==> config.mk <==
export PLATFORM = sky130hd
export DESIGN_NAME = seq_chunk_adder_flat
export DESIGN_NICKNAME = d
export VERILOG_FILES = /design/src/rtl/seq_chunk_adder_if.sv /design/src/rtl/seq_chunk_adder.sv /design/src/flat_wrapper.sv
export SDC_FILE = /design/constraint.sdc
export NUM_CORES = 1
export LEC_CHECK = 0
export ABC_CLOCK_PERIOD_IN_PS = 3760
export CAP_MARGIN = 20
export CORE_MARGIN = 10
export CORE_UTILIZATION = 48
export CTS_CLUSTER_DIAMETER = 60
export DETAILED_ROUTE_END_ITERATION = 16
export PLACE_DENSITY = 0.82
export SETUP_SLACK_MARGIN = 0.2
export SYNTH_ARGS = -nofsm -noshare
export SYNTH_HDL_FRONTEND = slang
export SYNTH_SLANG_ARGS = --single-unit
==> constraint.sdc <==
create_clock -name clk -period 3.76 [get_ports clk]
set_clock_uncertainty 0.1 [all_clocks]
set_input_delay 0.376 -clock clk [delete_from_list [all_inputs] [get_ports clk]]
set_output_delay 0.376 -clock clk [all_outputs]
set_load 0.05 [all_outputs]
==> src/rtl/seq_chunk_adder_if.sv <==
// Start/busy/done operand and result bundle for seq_chunk_adder.
// Latency: none, this is wiring only.
// Backpressure: none. The master may only start an operation while busy is low.
interface seq_chunk_adder_if #(
   parameter int WIDTH = 32
) ();
   logic             start;
   logic [WIDTH-1:0] a;
   logic [WIDTH-1:0] b;
   logic             cin;
   logic             sub;
   logic             busy;
   logic             done;
   logic [WIDTH-1:0] sum;
   logic             cout;
   logic             ovf;

   modport master (
      output start, a, b, cin, sub,
      input  busy, done, sum, cout, ovf
   );

   modport slave (
      input  start, a, b, cin, sub,
      output busy, done, sum, cout, ovf
   );
endinterface

==> src/rtl/seq_chunk_adder.sv <==
// Multi-cycle WIDTH-bit add/subtract using one CHUNK-bit ripple slice and a registered carry.
// Latency: start accepted at edge E0, result and done pulse appear after edge E_NCH (NCH = WIDTH/CHUNK).
// Backpressure: start is ignored while busy=1. A start during the done cycle is accepted back-to-back.
// Optional macro SEQ_ADDER_SAT_EN: on signed overflow, sum saturates; cout and ovf stay raw.
module seq_chunk_adder #(
   parameter int WIDTH = 32,
   parameter int CHUNK = 4
) (
   input  logic            clk,
   input  logic            rst,
   seq_chunk_adder_if.slave bus
);
   localparam int NCH = WIDTH / CHUNK;
   localparam int IW  = (NCH > 1) ? $clog2(NCH) : 1;
   localparam logic [IW-1:0] LAST_IDX = IW'(NCH - 1);

   typedef enum logic {S_IDLE, S_RUN} state_t;

   state_t           r_state;
   logic [WIDTH-1:0] r_a;
   logic [WIDTH-1:0] r_b;      // already inverted for subtract
   logic [WIDTH-1:0] r_acc;    // partial result, filled chunk by chunk
   logic [WIDTH-1:0] r_sum;
   logic             r_carry;
   logic [IW-1:0]    r_idx;
   logic             r_busy;
   logic             r_done;
   logic             r_cout;
   logic             r_ovf;

   int               w_base;
   logic [CHUNK-1:0] w_a_ch;
   logic [CHUNK-1:0] w_b_ch;
   logic [CHUNK:0]   w_slice;
   logic [CHUNK-1:0] w_s;
   logic             w_c_out;
   logic             w_c_msb;
   logic             w_ovf;
   logic [WIDTH-1:0] w_acc_next;
   logic [WIDTH-1:0] w_sum_final;

   // Single CHUNK-bit ripple slice working on the chunk selected by r_idx.
   always_comb begin
      w_base     = 32'(r_idx) * CHUNK;
      w_a_ch     = r_a[w_base +: CHUNK];
      w_b_ch     = r_b[w_base +: CHUNK];
      w_slice    = {1'b0, w_a_ch} + {1'b0, w_b_ch} + {{CHUNK{1'b0}}, r_carry};
      w_s        = w_slice[CHUNK-1:0];
      w_c_out    = w_slice[CHUNK];
      // Carry into the slice MSB recovered from the MSB sum bit.
      w_c_msb    = w_a_ch[CHUNK-1] ^ w_b_ch[CHUNK-1] ^ w_s[CHUNK-1];
      w_ovf      = w_c_msb ^ w_c_out;
      w_acc_next = r_acc;
      w_acc_next[w_base +: CHUNK] = w_s;
   end

`ifdef SEQ_ADDER_SAT_EN
   localparam logic [WIDTH-1:0] SAT_POS = {1'b0, {(WIDTH-1){1'b1}}};
   localparam logic [WIDTH-1:0] SAT_NEG = {1'b1, {(WIDTH-1){1'b0}}};

   // On overflow both addends share A's sign, so A's MSB gives the direction of the clamp.
   always_comb begin
      w_sum_final = w_acc_next;
      if (w_ovf) begin
         w_sum_final = r_a[WIDTH-1] ? SAT_NEG : SAT_POS;
      end
   end
`else
   // Wrapped result only.
   always_comb begin
      w_sum_final = w_acc_next;
   end
`endif

   // Control FSM with registered outputs: accept in IDLE, one chunk per edge in RUN.
   always_ff @(posedge clk or posedge rst) begin
      if (rst) begin
         r_state <= S_IDLE;
         r_a     <= '0;
         r_b     <= '0;
         r_acc   <= '0;
         r_sum   <= '0;
         r_carry <= 1'b0;
         r_idx   <= '0;
         r_busy  <= 1'b0;
         r_done  <= 1'b0;
         r_cout  <= 1'b0;
         r_ovf   <= 1'b0;
      end else begin
         r_done <= 1'b0;
         case (r_state)
            S_IDLE: begin
               if (bus.start) begin
                  r_a     <= bus.a;
                  r_b     <= bus.sub ? ~bus.b : bus.b;
                  r_carry <= bus.cin ^ bus.sub;
                  r_idx   <= '0;
                  r_acc   <= '0;
                  r_busy  <= 1'b1;
                  r_state <= S_RUN;
               end
            end
            S_RUN: begin
               r_acc   <= w_acc_next;
               r_carry <= w_c_out;
               r_idx   <= r_idx + IW'(1);
               if (r_idx == LAST_IDX) begin
                  r_sum   <= w_sum_final;
                  r_cout  <= w_c_out;
                  r_ovf   <= w_ovf;
                  r_done  <= 1'b1;
                  r_busy  <= 1'b0;
                  r_state <= S_IDLE;
               end
            end
            default: r_state <= S_IDLE;
         endcase
      end
   end

   assign bus.busy = r_busy;
   assign bus.done = r_done;
   assign bus.sum  = r_sum;
   assign bus.cout = r_cout;
   assign bus.ovf  = r_ovf;
endmodule

==> src/flat_wrapper.sv <==
// flat-port wrapper written by rule: the top's interface ports become plain ports
module seq_chunk_adder_flat 
#(
   parameter int WIDTH = 32,
   parameter int CHUNK = 4
)
  (clk, rst, bus_start, bus_a, bus_b, bus_cin, bus_sub, bus_busy, bus_done, bus_sum, bus_cout, bus_ovf);
  seq_chunk_adder_if #(.WIDTH(WIDTH)) bus_i ();
  input  logic clk;
  input  logic rst;
  input wire logic [$bits(bus_i.start)-1:0] bus_start;
  input wire logic [$bits(bus_i.a)-1:0] bus_a;
  input wire logic [$bits(bus_i.b)-1:0] bus_b;
  input wire logic [$bits(bus_i.cin)-1:0] bus_cin;
  input wire logic [$bits(bus_i.sub)-1:0] bus_sub;
  output wire logic [$bits(bus_i.busy)-1:0] bus_busy;
  output wire logic [$bits(bus_i.done)-1:0] bus_done;
  output wire logic [$bits(bus_i.sum)-1:0] bus_sum;
  output wire logic [$bits(bus_i.cout)-1:0] bus_cout;
  output wire logic [$bits(bus_i.ovf)-1:0] bus_ovf;
  assign bus_i.start = bus_start;
  assign bus_i.a = bus_a;
  assign bus_i.b = bus_b;
  assign bus_i.cin = bus_cin;
  assign bus_i.sub = bus_sub;
  assign bus_busy = bus_i.busy;
  assign bus_done = bus_i.done;
  assign bus_sum = bus_i.sum;
  assign bus_cout = bus_i.cout;
  assign bus_ovf = bus_i.ovf;
  seq_chunk_adder #(.WIDTH(WIDTH), .CHUNK(CHUNK)) u_core (.clk(clk), .rst(rst), .bus(bus_i));
endmodule
# After elaboration in Yosys (flattened, before gate mapping)
# Cells that the tools add are included.
dict set report classes {
  bitwise_logic 6
  reduce_logical 3
  shift 4
  mux 16
  eq_ne 3
  add_sub_neg 4
}
# op count
set op_table {}
lappend op_table {{$mux W32} 2}
lappend op_table {{$pmux W32 S2} 1}
lappend op_table {{$shiftx A32 B6 Y4} 2}
lappend op_table {{$neg A5 Y33} 1}
lappend op_table {{$shift A4 B33 Y32 const A} 1}
lappend op_table {{$shiftx A4 B33 Y32} 1}
lappend op_table {{$bwmux W32} 1}
lappend op_table {{$not A32 Y32} 1}
lappend op_table {{$mux W1} 7}
lappend op_table {{$pmux W1 S2} 3}
lappend op_table {{$pmux W3 S2} 1}
lappend op_table {{$reduce_and A2 Y1} 3}
lappend op_table {{$add A4 B4 Y5} 1}
lappend op_table {{$add A5 B1 Y5} 1}
lappend op_table {{$ne A2 B2 Y1 const B} 2}
lappend op_table {{$xor A1 B1 Y1} 4}
lappend op_table {{$add A3 B1 Y3 const B} 1}
lappend op_table {{$eq A3 B3 Y1 const B} 1}
lappend op_table {{$mux W3} 1}
lappend op_table {{$not A1 Y1} 1}
dict set report word_totals {
  regBits 137
  elab_cells 47
  out_inout_bits 36
  inputBits 69
}

# Longest topological paths before layout
# Gate-level depths: netlist of the first run.
dict set report depth {
  ltp_word 6
  depth_mapped 12
  depth_no_buf 10
}

# Worst setup path before layout of the first run
# Ideal clock, no wire load.
dict set report synth_path {
  path_kind {reg-to-reg}
  start {reg u_core.r_idx[0]}
  end {reg u_core.r_sum[17] (netlist: u_core.bus.sum[17])}
  setup_time_ns 0.082
  setup_slack_ns 0.661
  required_time_ns 3.578
  period_less_slack_ns 3.099
  t_arrival_ns 2.917
  path_buffers 2
  path_stages_with_launch 11
  path_cell_list {dfrtp_1 buf_4 buf_2 mux4_2 nand2_1 nand2_1 fa_1 inv_1 fa_1 or3_1 a31oi_1}
}
dict set report synth_via {
  elab_chain_len 5
  word_cells_on_any_way 10
  cone_classes {add/sub (3); eq/ne (1); shift (4); mux (1); reduce/logical (1)}
}
# item line
set synth_lines {}
lappend synth_lines {{start, declared} seq_chunk_adder.sv:25} ;# logic [IW-1:0] r_idx;
lappend synth_lines {{start signal, assigned} seq_chunk_adder.sv:106} ;# r_idx <= r_idx + IW'(1);
lappend synth_lines {{$shiftx A32 B6 Y4 (on tied branches)} {seq_chunk_adder.sv:45, seq_chunk_adder.sv:46}}
lappend synth_lines {{$add A4 B4 Y5} seq_chunk_adder.sv:47} ;# w_slice = {1'b0, w_a_ch} + {1'b0, w_b_ch} + {{CHUNK{1'b0}}, r_carry};
lappend synth_lines {{$add A5 B1 Y5} seq_chunk_adder.sv:47}
lappend synth_lines {{$shiftx A4 B33 Y32} seq_chunk_adder.sv:54} ;# w_acc_next[w_base +: CHUNK] = w_s;
lappend synth_lines {{$bwmux W32} seq_chunk_adder.sv:54}
lappend synth_lines {{end signal, assigned} seq_chunk_adder.sv:108} ;# r_sum <= w_sum_final;
lappend synth_lines {{end, declared} seq_chunk_adder.sv:23} ;# logic [WIDTH-1:0] r_sum;
# Parallel ways exist; a longest one is shown, timed or not.
# A chain may end at the register's enable or synchronous reset.

# Final worst setup path of the first run
dict set report layout_path {
  start {reg u_core.r_idx[0]}
  end {reg u_core.r_acc[21]}
}
dict set report layout_via {
  elab_chain_len 6
  word_cells_on_any_way 9
  cone_classes {add/sub (3); shift (4); mux (2)}
}
# item line
set layout_lines {}
lappend layout_lines {{$shiftx A32 B6 Y4 (on tied branches)} {seq_chunk_adder.sv:45, seq_chunk_adder.sv:46}}
lappend layout_lines {{$add A4 B4 Y5} seq_chunk_adder.sv:47}
lappend layout_lines {{$add A5 B1 Y5} seq_chunk_adder.sv:47}
lappend layout_lines {{$shiftx A4 B33 Y32} seq_chunk_adder.sv:54}
lappend layout_lines {{$bwmux W32 *} seq_chunk_adder.sv:54}
lappend layout_lines {{$pmux W32 S2 *} seq_chunk_adder.sv:91} ;# case (r_state)
lappend layout_lines {{end signal, assigned} seq_chunk_adder.sv:104} ;# r_acc <= w_acc_next;
lappend layout_lines {{end, declared} seq_chunk_adder.sv:22} ;# logic [WIDTH-1:0] r_acc;
# Mark *: on every way between the ends. The rest lies on a longest branch, timed or not.

==> flow_summary.yaml, run 1 <==
clock_network:
  hold_buffers: 0
  cts_tree: "built"
  cts_max_level: 4
  post_cts_buffers: 0
  clk_pin_slew_worst_paths_ns: 0.05
  insertion_delay_ns: 0.41
  cts_root_buf: "clkbuf_16"
  numCtsBuffers: 17
  cts_num_sinks: 137
  clk_path_buf_depth: 2
floorplanning:
  dieArea_um2: 18500
  die_h_um: 136
  coreArea_um2: 13200
  io_pins: 105
  rows: 42
  start_util_pct: 48.8
  die_x_um: 136
worst_setup_path:
  end_kind: "flop"
  crit_path_max_fanout: 18
  ff2ff_setup_slack_ns: 0.46
  crit_arrival_ns: 3.51
  required_ns: 3.98
  path_delay_family: "adder cells"
  critPathMostFrequentCell: "nand2_1"
  rr_worst_depth: 10
  worstPathCellList: "buf_6 > mux4_2 > nand2_1 > nand2_1 > fa_1 > inv_1 > fa_1 > inv_1 > nand2_1 > o21ai_0"
  max_stage_delay_ns: 0.54
  cp_num_buf_inv: 3
  critical_path_class: "reg2reg"
  start_kind: "flop"
  cp_slowest_cell: "fa_1"
  r2r-end: "u_core.r_acc[21]"
  r2r_start: "u_core.r_idx[0]"
logic_synthesis:
  syn-instance-count: 602
  syn_nets: 680
  ys_types: 44
  synthTopCellsByArea: "dfrtp_1, nand2_1, mux2_2"
  synthFlopType: "dfrtp_1"
  synth-edff-count: 0
  post-synth-top-area-cell: "dfrtp_1"
  ys_ff_latch: 137
  ys_async_sr_fraction_pct: 100
  netlist_area_um2: 6460
  netlist.area_leader.share_pct: 53.0
  yosysWarnings: 0
  yosysSeqAreaShare_pct: 53.0
  synth_area_per_cell_um2: 10.7
cells_and_area:
  syn_to_final_growth_pct: 26.1
  final_cell_mix: "dfrtp_1, nand2_1, clkdlybuf4s50_1, o21ai_0, xnor2_1"
  nets: 766
  n_antenna_cell: 0
  final_common_cell: "dfrtp_1"
  drive_above_1_share_pct: 12.6
  fin_util_pct: 61.5
pwr:
  p_sw_mw: 3.90
  pwr_density_cell_nw_per_um2: 1070
  seqPwrFrac_pct: 29.7
  pwr-share-comb_pct: 52.7
  swShare_pct: 44.7
  finalPower_mw: 8.72
  p_int_mw: 4.83
  pwr-share-clk_pct: 17.6
  ir_drop_mv: 0.632
  p_leak_nw: 3.48
grt:
  gr-total-overflow: 0
  grt_pass1_vias: 5182
  grt_pass1_wl_um: 25800
  antenna_found_initial: 0
  grt_max_degree: 138
  grt_usage_pct: 17.5
min_path:
  holdPathStages: 2
  hold_end: "u_core.r_b[29]"
  min_from: "u_core.r_b[29]"
  hold_class: "reg2reg"
sta:
  max_freq_mhz: 303
  fin_tns_setup_ns: 0
  hold_viol: 0
  worst_slew_pin_slew_ns: 0.927
  maxSlewViolCount: 0
  setup_viol: 0
  slew-limit-headroom_pct: 38.2
  post-route-period-util_pct: 87.7
  fin_crit_ns: 3.30
  rsz0062_at_grt: "false"
  hold_slack_ns: 0.375
placement:
  io_buffers: 104
  dp_hpwl_um: 11100
  finalWeightedCongestion: 0.925
route:
  detail_route.wl_per_cell_um: 17.7
  drt-pass1-iter-count: 6
  remaining_drc_errors: 0
  viasPerCell: 5.54
  drtIter0Drc: 471
  vias: 4840
  detail_route.wirelength_um: 15400
  final_antenna_net_count: 0
status:
  outcome: "completed"
flow_run:
  maxCapViolations: 0
## how the worst max path moves through the flow
stage	from	end	depth (start not counted)
after detailed placement	u_core.r_idx[1]	u_core.r_acc[13]	9
after floorplan	u_core.r_idx[0]	u_core.bus.sum[17]	10
after global routing	u_core.r_idx[0]	u_core.r_acc[21]	10
final	u_core.r_idx[0]	u_core.r_acc[21]	10
after CTS	u_core.r_idx[1]	u_core.r_acc[13]	9
after global placement	u_core.r_idx[1]	u_core.r_acc[5]	9
## registers in the layout (all words and copies together) (netlist names)
register         flops
u_core.bus.sum      32
u_core.r_a          32
u_core.r_acc        32
u_core.r_b          32
u_core.r_idx         3
u_core.bus.busy      1
u_core.bus.cout      1
u_core.bus.done      1
u_core.bus.ovf       1
u_core.r_carry       1
u_core.r_state       1
## through the flow
stage	cells	setup WS (ns)	cell area, µm²
after floorplan	602	0.661	6470
after global placement	845	0.508	7600
after detailed placement	845	0.300	7600
after CTS	873	0.287	8140
after global routing	873	0.206	8150
final	873	0.462	8150
## area by class of cell
type                            instances  area (µm²)
Clock buffer                           25         505
Clock inverter                          3        40.0
Fill cell                            1065        5090
Inverter                               10        41.3
Multi-Input combinational cell        413        2820
Sequential cell                       137        3430
Tap cell                              176         220
Timing Repair Buffer                  109        1090
## synth_stat cells, drive strengths merged, types with 4 or more instances
cell	number
o31ai	6
nor2	32
nand4b	4
a31oi	8
inv	8
o21ai	66
mux4	16
xnor2	35
clkbuf	32
nand2	114
a21o	8
mux2i	5
buf	10
nand3	9
o2bb2ai	16
and3	4
a21oi	24
mux2	33
dfrtp	137
ha	7
## worst reg2reg max path, cell delays in order (launching register included)
cell and delay (ns):
dfrtp_1 0.38, buf_6 0.26, mux4_2 0.54, nand2_1 0.09, nand2_1 0.11, fa_1 0.40, inv_1 0.09, fa_1 0.54
inv_1 0.18, nand2_1 0.26, o21ai_0 0.27
## metal layers
layer,routed length [µm],vias to the layer above,track usage (%)
met5,0,-,0
met4,279,0,5.62
met3,930,23,5.46
met2,7570,161,28.4
met1,6650,2401,21.8
li1,-,2255,-
## power by group through the flow
stage | logic (mW) | registers (mW) | clock network, mW
3_3_place_gp | 4.44 | 2.56 | 0
6_report | 4.60 | 2.59 | 1.54
3_5_place_dp | 4.57 | 2.60 | 0
2_1_floorplan | 2.80 | 3.00 | 0
5_1_grt | 5.07 | 2.66 | 1.63
4_1_cts | 4.60 | 2.58 | 1.56
## cell families after synthesis
group,count (synthesis),share of synthesized area (%)
compound gates,132,12.1
simple gates,182,12.5
flops,137,53.0
fa+ha+maj,9,1.97
xor+xnor,36,4.88
mux,54,12.1
buf+inv,52,3.41
## repair_timing
| action | CTS | global route |
|---|---|---|
| resized for setup | 0 | 3 |
| setup endpoints to repair | 0 | 13 |
| endpoints found under the hold margin | 0 | 0 |
(Power assumes the default switching activity.)
==> inputs of run 2 (changes only) <==
- CORE_UTILIZATION: 48 -> 40
- PLACE_DENSITY: 0.82 -> 0.71
==> flow_summary.yaml, run 2 (synthesis gave the netlist of run 1 again) <==
placement:
  io_buffers: 104
  dp_hpwl_um: 11400
  finalWeightedCongestion: 0.863
pwr:
  pwr-share-clk_pct: 18.7
  p_leak_nw: 3.50
  pwr_density_cell_nw_per_um2: 1070
  ir_drop_mv: 0.607
  seqPwrFrac_pct: 28.5
  p_int_mw: 4.88
  swShare_pct: 44.6
  p_sw_mw: 3.93
  pwr-share-comb_pct: 52.8
worst_setup_path:
  rr_worst_depth: 10
  worstPathCellList: "buf_4 > mux4_2 > nand2_1 > and2_1 > inv_1 > ha_1 > a211oi_1 > or3b_2 > nand3_1 > o21ai_0"
  startpoint: "u_core.r_idx[0]"
  r2r-end: "u_core.r_acc[23]"
  path_delay_family: "simple AND/OR/NAND/NOR gates"
  ff2ff_setup_slack_ns: 0.53
  max_stage_delay_ns: 0.56
  cp_slowest_cell: "mux4_2"
  start_kind: "flop"
  critical_path_class: "reg2reg"
  cp-endpoint: "u_core.r_acc[23]"
  cp.depth: 10
  crit_arrival_ns: 3.46
  crit_path_max_fanout: 19
  required_ns: 3.98
  end_kind: "flop"
  cp_num_buf_inv: 2
  r2r_start: "u_core.r_idx[0]"
grt:
  grt_pass1_vias: 5089
  grt_usage_pct: 14.9
  antenna_found_initial: 0
  grt_pass1_wl_um: 26100
  grt_max_degree: 98
  gr-total-overflow: 0
sta:
  setup_viol: 0
  fin_tns_setup_ns: 0
  rsz0062_at_grt: "false"
  slew-limit-headroom_pct: 38.4
  maxSlewViolCount: 0
  post-route-period-util_pct: 86.0
  hold_slack_ns: 0.287
  hold_viol: 0
  worst_slew_pin_slew_ns: 0.925
  fin_crit_ns: 3.23
  max_freq_mhz: 309
clock_network:
  cts_root_buf: "clkbuf_16"
  clk_pin_slew_worst_paths_ns: 0.06
  hold_buffers: 0
  insertion_delay_ns: 0.42
  cts_num_sinks: 137
  cts_max_level: 4
  numCtsBuffers: 17
  cts_tree: "built"
  clk_path_buf_depth: 2
floorplanning:
  rows: 46
  die_x_um: 147
  dieArea_um2: 21600
  coreArea_um2: 15900
  die_h_um: 147
  io_pins: 105
  start_util_pct: 40.7
route:
  drtIter0Drc: 406
  viasPerCell: 5.18
  final_antenna_net_count: 0
  drt-pass1-iter-count: 5
  remaining_drc_errors: 0
  vias: 4764
  detail_route.wl_per_cell_um: 17.0
  detail_route.wirelength_um: 15600
cells_and_area:
  n_antenna_cell: 0
  final_cell_mix: "dfrtp_1, nand2_1, clkdlybuf4s50_1, o21ai_0, xnor2_1"
  syn_to_final_growth_pct: 27.8
  drive_above_1_share_pct: 13.9
  final_common_cell: "dfrtp_1"
  nets: 770
  fin_util_pct: 52.0
status:
  outcome: "completed"
min_path:
  hold_class: "in2async"
flow_run:
  maxCapViolations: 0
==> run 2: cell count changes in the layout (fill, tap and decap cells not counted), sizes merged <==
| cell | delta |
|---|---|
| buf | +4 |
| bufinv | +2 |
| clkbuf | -8 |
| clkinv | +4 |
| clkinvlp | +5 |
==> run 2: power groups by stage <==
stage	clock, mW	combinational, mW	sequential [mW]
3_5_place_dp	0	4.64	2.53
3_3_place_gp	0	4.52	2.50
5_1_grt	1.75	5.10	2.59
6_report	1.65	4.66	2.51
2_1_floorplan	0	2.80	3.00
4_1_cts	1.68	4.66	2.51
==> run 2: cell type report <==
type,count,area [µm²]
Tap cell,216,270
Sequential cell,137,3430
Timing Repair Buffer,113,1120
Fill cell,1442,7620
Clock buffer,17,425
Inverter,10,41.3
Clock inverter,14,158
Multi-Input combinational cell,413,2820
==> run 2: timing repair <==
action                                 CTS  global route
gates resized for setup                  0             1
setup endpoints to repair                0             4
setup buffers                            0             0
endpoints found under the hold margin    0             0
==> run 2: per-layer routing <==
layer,part of all wire (%),global-route usage (%),wire length (µm)
met4,0.92,3.62,144
met3,7.4,6.14,1150
met2,47,23.0,7320
met1,45,19.0,7020
met5,0,0,0
==> run 2: metrics by stage <==
step                instance area, µm²  total power, mW  instances  setup WS [ns]
finish                            8260             8.81        920          0.527
global route                      8260             9.44        920          0.215
CTS                               8260             8.85        920          0.377
detailed placement                7680             7.18        889          0.397
global placement                  7680             7.02        889          0.450
floorplan                         6470             5.80        602          0.661
==> run 2: how the worst min path moves through the flow <==
| stage | startpoint | end | slack, ns | cells after the start |
|---|---|---|---|---|
| floorplan | u_core.r_acc[15] | u_core.r_acc[15] | 0.34 | 2 |
| global placement | u_core.r_acc[15] | u_core.r_acc[15] | 0.36 | 2 |
| detailed placement | u_core.r_b[31] | u_core.r_b[31] | 0.36 | 2 |
| CTS | rst | u_core.bus.done | 0.30 | 2 |
| global route | rst | u_core.bus.done | 0.33 | 2 |
| finish | rst | u_core.bus.done | 0.29 | 2 |
==> inputs of run 3 (changes only) <==
- CTS_BUF_LIST: not set -> sky130_fd_sc_hd__clkbuf_16
- HOLD_SLACK_MARGIN: not set -> 0.15
- SLEW_MARGIN: not set -> 40
==> flow_summary.yaml, run 3 (synthesis gave the netlist of run 1 again) <==
status:
  outcome: "completed"
sta:
  fin_crit_ns: 3.22
  setup_viol: 0
  post-route-period-util_pct: 85.6
  rsz0062_at_grt: "false"
  worst_slew_pin_slew_ns: 0.645
  hold_viol: 0
  fin_tns_setup_ns: 0
  max_freq_mhz: 311
  maxSlewViolCount: 0
  slew-limit-headroom_pct: 56.9
clock_network:
  cts_max_level: 4
  insertion_delay_ns: 0.43
  hold_buffers: 0
  post_cts_buffers: 0
  clk_path_buf_depth: 2
  cts_root_buf: "clkbuf_16"
  cts_num_sinks: 137
  numCtsBuffers: 17
  cts_tree: "built"
  clk_pin_slew_worst_paths_ns: 0.06
  cts_resized: 0
route:
  drtIter0Drc: 314
  final_antenna_net_count: 0
  detail_route.wl_per_cell_um: 17.0
  vias: 4788
  remaining_drc_errors: 0
  detail_route.wirelength_um: 15700
  drt-pass1-iter-count: 5
  viasPerCell: 5.19
floorplanning:
  die_h_um: 147
  io_pins: 105
  coreArea_um2: 15900
  rows: 46
  start_util_pct: 40.7
  die_x_um: 147
  dieArea_um2: 21600
worst_setup_path:
  cp_slowest_cell: "mux4_2"
  crit_path_max_fanout: 19
  path_delay_family: "simple AND/OR/NAND/NOR gates"
  cp_num_buf_inv: 2
  end_kind: "flop"
  worstPathCellList: "buf_4 > mux4_2 > nand2_1 > and2_1 > inv_1 > ha_1 > a211oi_1 > or3b_2 > nand3_1 > o21ai_0"
  start_kind: "flop"
  max_stage_delay_ns: 0.55
  required_ns: 3.99
  critical_path_class: "reg2reg"
  crit_arrival_ns: 3.45
  r2r_start: "u_core.r_idx[0]"
  startpoint: "u_core.r_idx[0]"
cells_and_area:
  fin_util_pct: 52.4
  fill_cells: 1423
  nets: 771
  multi_input_area_um2: 2830
  syn_to_final_growth_pct: 28.9
  final_common_cell: "dfrtp_1"
  final_cell_mix: "dfrtp_1, nand2_1, clkdlybuf4s50_1, o21ai_0, xnor2_1"
  drive_above_1_share_pct: 14.3
  ff_latch_area_um2: 3430
  n_antenna_cell: 0
placement:
  dp_hpwl_um: 11500
  io_buffers: 104
  finalWeightedCongestion: 0.863
pwr:
  p_leak_nw: 3.53
  ir_drop_mv: 0.611
  pwr_density_cell_nw_per_um2: 1070
grt:
  grt_max_degree: 64
  grt_pass1_vias: 5103
  antenna_found_initial: 0
  gr-total-overflow: 0
  grt_pass1_wl_um: 26000
  grt_usage_pct: 14.8
flow_run:
  maxCapViolations: 0
min_path:
  hold_class: "in2async"
==> run 3: cell count changes in the layout (fill, tap and decap cells not counted), sizes merged <==
cell      before  now
inv            7    9
buf           10   11
bufinv         3    4
clkinv         8    7
clkinvlp       6    5
==> run 3: power breakdown <==
group	switching (mW)	internal, mW	total, mW	leakage, nW
registers	0.376	2.13	2.51	1.73
logic	2.93	1.73	4.66	1.51
clock network	0.645	1.11	1.75	0.296
total	3.95	4.97	8.92	3.53
==> run 3: layout make-up <==
| class | count | share of cell area, % |
|---|---|---|
| inverter | 10 | 0.496 |
| timing repair buffer | 114 | 13.7 |
| tap | 216 | 3.24 |
| sequential | 137 | 41.2 |
| clock buffer | 17 | 5.11 |
| clock inverter | 15 | 2.40 |
| multi-input combinational | 413 | 33.9 |
==> run 3: path summary, 6_finish.rpt <==
| kind | end | slack [ns] | depth (start not counted) |
|---|---|---|---|
| setup / recovery | u_core.r_acc[23] | 0.54 | 10 |
| hold / removal | u_core.bus.done | 0.29 | 2 |
| setup reg to reg | u_core.r_acc[23] | 0.54 | 10 |
| hold reg to reg | u_core.bus.sum[29] | 0.38 | 2 |
| max in group asynchronous | u_core.r_a[29] | 2.49 | 3 |
| min in group clk | u_core.bus.sum[29] | 0.38 | 2 |
==> run 3: worst register-to-register path, cell delays in order (launching register included) <==
cell and delay [ns]:
dfrtp_1 0.32, buf_4 0.34, mux4_2 0.56, nand2_1 0.08
and2_1 0.20, inv_1 0.06, ha_1 0.28, a211oi_1 0.35
or3b_2 0.27, nand3_1 0.30, o21ai_0 0.26
==> run 3: per-stage QoR <==
stage                     power [mW]  area [µm²]  cells  hold slack (ns)  setup slack [ns]
final                           8.92        8330    922            0.285             0.541
after global routing            9.54        8330    922            0.337             0.303
after CTS                       8.97        8330    922            0.299             0.504
after detailed placement        7.19        7700    890            0.368             0.526
after global placement          7.02        7680    889            0.356             0.450
after floorplan                 5.80        6470    602            0.342             0.661
==> run 3: per-layer routing <==
metal | GRT usage [%] | share of wire, % | vias to the layer above
li1 | - | - | 2280
met1 | 18.4 | 44 | 2320
met2 | 23.1 | 47 | 159
met3 | 5.44 | 6.9 | 29
met4 | 5.60 | 1.9 | 0
met5 | 0 | 0 | -
